===== src/rtl/if_fetch.sv =====
// Instruction fetch stage: one-cycle-latency ROM fetch with ready/valid hand-off, redirect and stall.
// Optional misaligned-redirect trap enabled by defining IF_MISALIGN_TRAP_EN.
module if_fetch #(
    parameter logic [31:0] RESET_PC = 32'h0000_0000
) (
    input  logic        clk,
    input  logic        rst_n,
    output logic        imem_en,
    output logic [10:0] imem_addr,
    input  logic [31:0] imem_douta,
    input  logic        redirect_valid,
    input  logic [31:0] redirect_pc,
    output logic        out_valid,
    input  logic        out_ready,
    output logic [31:0] out_inst,
    output logic [31:0] out_pc,
    output logic        out_trap
);

    logic [31:0] pc_q;
    logic [31:0] resp_pc_q;
    logic [31:0] fetch_addr;
    logic        valid_q;
    logic        trap_q;
    logic        halt_q;
    logic        trap_redir;
    logic        issue;
    logic        fire;

`ifdef IF_MISALIGN_TRAP_EN
    assign trap_redir = redirect_valid & (redirect_pc[1:0] != 2'b00);
    assign fetch_addr = redirect_valid ? redirect_pc : pc_q;

    // A trap response parks the stage until the next redirect restarts fetch.
    always_ff @(posedge clk) begin
        if (!rst_n) begin
            halt_q <= 1'b0;
            trap_q <= 1'b0;
        end else if (trap_redir) begin
            halt_q <= 1'b1;
            trap_q <= 1'b1;
        end else if (issue) begin
            halt_q <= 1'b0;
            trap_q <= 1'b0;
        end else if (fire) begin
            trap_q <= 1'b0;
        end
    end

    assign out_inst = trap_q ? 32'h0000_0013 : imem_douta;
`else
    assign trap_redir = 1'b0;
    assign trap_q     = 1'b0;
    assign halt_q     = 1'b0;
    assign fetch_addr = redirect_valid ? (redirect_pc & 32'hFFFF_FFFC) : pc_q;
    assign out_inst   = imem_douta;
`endif

    // A redirect always restarts fetch, even out of a trap halt.
    assign issue     = rst_n & (redirect_valid | (~halt_q & (~valid_q | out_ready)));
    assign imem_en   = issue & ~trap_redir;
    assign imem_addr = fetch_addr[12:2];

    assign out_valid = valid_q & ~redirect_valid;
    assign fire      = out_valid & out_ready;
    assign out_pc    = resp_pc_q;
    assign out_trap  = trap_q;

    always_ff @(posedge clk) begin
        if (!rst_n) begin
            pc_q      <= RESET_PC;
            resp_pc_q <= RESET_PC;
            valid_q   <= 1'b0;
        end else if (trap_redir) begin
            resp_pc_q <= redirect_pc;
            valid_q   <= 1'b1;
        end else if (issue) begin
            resp_pc_q <= fetch_addr;
            pc_q      <= fetch_addr + 32'd4;
            valid_q   <= 1'b1;
        end else if (fire) begin
            valid_q   <= 1'b0;
        end
    end

endmodule


===== config.mk =====
export PLATFORM = sky130hd
export DESIGN_NAME = if_fetch
export DESIGN_NICKNAME = d
export VERILOG_FILES = /design/src/rtl/if_fetch.sv
export SDC_FILE = /design/constraint.sdc
export NUM_CORES = 1
export LEC_CHECK = 0
export ABC_AREA = 1
export CAP_MARGIN = 30
export CORE_UTILIZATION = 30
export DETAILED_ROUTE_END_ITERATION = 6
export PLACE_DENSITY = 0.56
export SLEW_MARGIN = 10
export SYNTH_ARGS = -nofsm -noshare
export SYNTH_HDL_FRONTEND = slang
export SYNTH_SLANG_ARGS = --single-unit

===== constraint.sdc =====
create_clock -name clk -period 2.1 [get_ports clk]
set_input_delay 0.42 -clock clk [delete_from_list [all_inputs] [get_ports clk]]
set_output_delay 0.42 -clock clk [all_outputs]
set_load 0.02 [all_outputs]

==> impl_metrics.toml <==
[global_routing]
grt_max_degree = 43
grt_pass1_wl_um = 17460
grt_overflow = 0
grtUsageTotal_pct = 16.98
antenna_found_initial = 0
grt_pass1_vias = 3694

[final_layout]
final_cell_mix = "nand2_1, buf_4, clkdlybuf4s50_1, dfxtp_1, nor2_1"
fillers = 1332
num_antenna_cells = 0
multi_input_area_sq_um = 1979
mostFrequentLayoutCell = "nand2_1"
ff_latch_area_sq_um = 1221
fin_nets = 764
fin_util_pct = 42.85
drive_gt1_share_pct = 23.57
instances_no_fill = 872
area_growth_syn_to_layout_pct = 39.38

[power_and_ir_drop]
clkPwrFrac_pct = 46.0
switchingPower_w = 0.0009821
p_per_area_nw_per_um2 = 693.0
swShare_pct = 26.31
leakagePower_nw = 2.552
max-vdd-ir-drop_uv = 344.5
seqPwrFrac_pct = 34.1
p_int_w = 0.002750
combinationalPowerShare_pct = 19.8

[place]
portBuffers = 76
dp_hpwl_um = 8081
placed_cells = 855
place.gp.congestion = 0.8127

[critical_path]
critical_path_buf_inv_count = 3
slowest_delay_ns = 0.57
crit_required_ns = 1.68
r2r_slack_ns = 0.45
worstPathCellList = "clkdlybuf4s50_1 > nand2_1 > inv_2 > dlygate4sd2_1"
slowest_stage = "clkdlybuf4s50_1"
endpoint_kind = "output pin"
crit_path_start_kind = "input port"
r2r-start = "pc_q[2]$_SDFFE_PN0P_"
cp.arrival_ns = 1.56
r2r_cells = 12
worstPathMaxFanout = 2
rr_endpoint = "pc_q[18]$_SDFFE_PN0P_"
path_class = "in -> out"
crit_family = "buffers and inverters"

[floorplanning]
design.portCount = 146
fp-row-count = 41
start_util_pct = 30.74
dieArea_sq_um = 13340
dieWidth_um = 115.5
core_sq_um = 12570
die_h_um = 115.5

[worst_hold_path]
holdPathStages = 2
min_to = "out_pc[7]$_SDFFE_PN0P_"
hold_class = "reg -> reg"
hp-start = "out_pc[7]$_SDFFE_PN0P_"

[yosys]
synth_seq_area_share_pct = 31.61
synth_seq_cells = 61
synth_top_area_cell = "dfxtp_1"
synth_top_area_share_pct = 31.61
synth.distinct_cells = 34
synthCells = 593
synth_area_leaders = "dfxtp_1, nand2_1, buf_4"
ys_warn_count = 0
synth_area_sq_um = 3864
syn_avg_cell_area_sq_um = 6.516

[clock_tree]
cts_hold_buf = 0
cts-root-buf = "clkbuf_16"
clk_latency_ns = 0.34
cts_max_level = 3
cts_buffers = 9
clk_path_buf_depth = 2
cts_sinks = 61
path_clk_slew_ns = 0.05
cts_tree = "done"

[route]
drtIter0Drc = 211
first_pass_iters = 4
vias = 3876
vias_per_cell = 4.445
wl_per_cell_um = 12.30
wl_um = 10730
drtAntennaViolNets = 0
drc = 0

[flow_run]
max_cap_viol_count = 0

[timing]
max_freq_mhz = 504.5
setup_viol = 0
finalHoldViolCount = 0
fin_crit_sh_pct = 94.39
fin_tns_setup_ns = 0
post-route-min-period_ns = 1.982
rsz0062_at_grt = "no"
maxSlewViolCount = 0
skew_ns = 0.004452

[status]
status = "finished clean"
## worst max path at each step
stage | from | to | slack [ns] | cells past startpoint
3_3_place_gp | redirect_valid | pc_q[24]$_SDFFE_PN0P_ | -0.41 | 15
2_1_floorplan | redirect_valid | pc_q[24]$_SDFFE_PN0P_ | 0.16 | 15
3_5_place_dp | redirect_valid | pc_q[24]$_SDFFE_PN0P_ | -0.44 | 15
6_report | rst_n | imem_en | 0.12 | 4
5_1_grt | redirect_pc[2] | pc_q[18]$_SDFFE_PN0P_ | 0.008 | 15
4_1_cts | rst_n | imem_en | 0.12 | 4
## final cells by class
class | instances | share of cell area [%]
Clock inverter | 3 | 1.208
Tap cell | 172 | 3.996
Inverter | 51 | 3.787
Timing Repair Buffer | 157 | 26.37
Multi-Input combinational cell | 415 | 36.76
Sequential cell | 61 | 22.68
Clock buffer | 13 | 5.204
## cells in the mapped netlist (all sizes together)
cell    number
clkbuf       7
dfxtp       61
nand2      239
o21ai       38
nand4        2
nor2        70
nand3b       1
a22o         3
a31oi        1
a21oi       11
nand3       35
clkinv       1
conb         1
buf         61
xor2         3
nor3         5
o211ai       2
inv         50
ha           1
mux2i        1
## registers in the layout, summed over array words and instances, names as in the netlist
| register | flops |
|---|---|
| valid_q | 1 |
| out_pc | 30 |
| pc_q | 30 |
## cells by family after synthesis
| family | count (synthesis) | synth area share [%] |
|---|---|---|
| simple gates | 352 | 41.65 |
| buf+inv | 119 | 17.81 |
| flops | 61 | 31.61 |
| compound gates | 55 | 7.578 |
| xor+xnor | 3 | 0.6802 |
| fa+ha+maj | 1 | 0.3238 |
| other cells | 1 | 0.09706 |
| mux | 1 | 0.2591 |
## power groups by stage
stage / clock network [W] / logic [W] / registers [W]
finish: 0.00172 / 0.000740 / 0.00127
global route: 0.00180 / 0.000809 / 0.00128
CTS: 0.00175 / 0.000746 / 0.00127
detailed placement: 0 / 0.000748 / 0.00130
global placement: 0 / 0.000741 / 0.00129
floorplan: 0 / 0.000448 / 0.00134
## worst reg2reg max path, stage by stage, from the launching register on
cell,delay [ns]
dfxtp_1,0.33
o21ai_1,0.09
inv_1,0.10
ha_1,0.20
nand2_2,0.09
nor2_4,0.17
nand2_4,0.12
nor2_8,0.16
nand2_2,0.08
nand2_1,0.06
nand3_1,0.07
nand2_1,0.06
inv_1,0.04
## metrics by stage
stage | worst slack [ns] | cell area [sq um] | total power (W) | hold slack, ns
after CTS | 0.1191 | 5385 | 0.003773 | 0.4552
after global routing | 0.007818 | 5385 | 0.003890 | 0.4685
after global placement | -0.4065 | 5009 | 0.002036 | 0.4393
final | 0.1178 | 5385 | 0.003732 | 0.4516
after floorplan | 0.1627 | 3871 | 0.001786 | 0.4286
after detailed placement | -0.4398 | 5009 | 0.002046 | 0.4452
## per-layer routing
| metal | up-vias | share of wire, % | global-route usage [%] |
|---|---|---|---|
| li1 | 1991 | - | - |
| met3 | 33 | 5.5 | 3.870 |
| met5 | - | 0 | 0 |
| met4 | 0 | 3.1 | 8.831 |
| met2 | 117 | 44 | 26.75 |
| met1 | 1735 | 48 | 21.67 |
## timing repair
action / in CTS / in global routing
setup buffers: 1 / 0
pin swaps: 4 / 2
endpoints found under the setup margin: 21 / 2
gates resized for setup: 34 / 0
(Power assumes the default switching activity.)
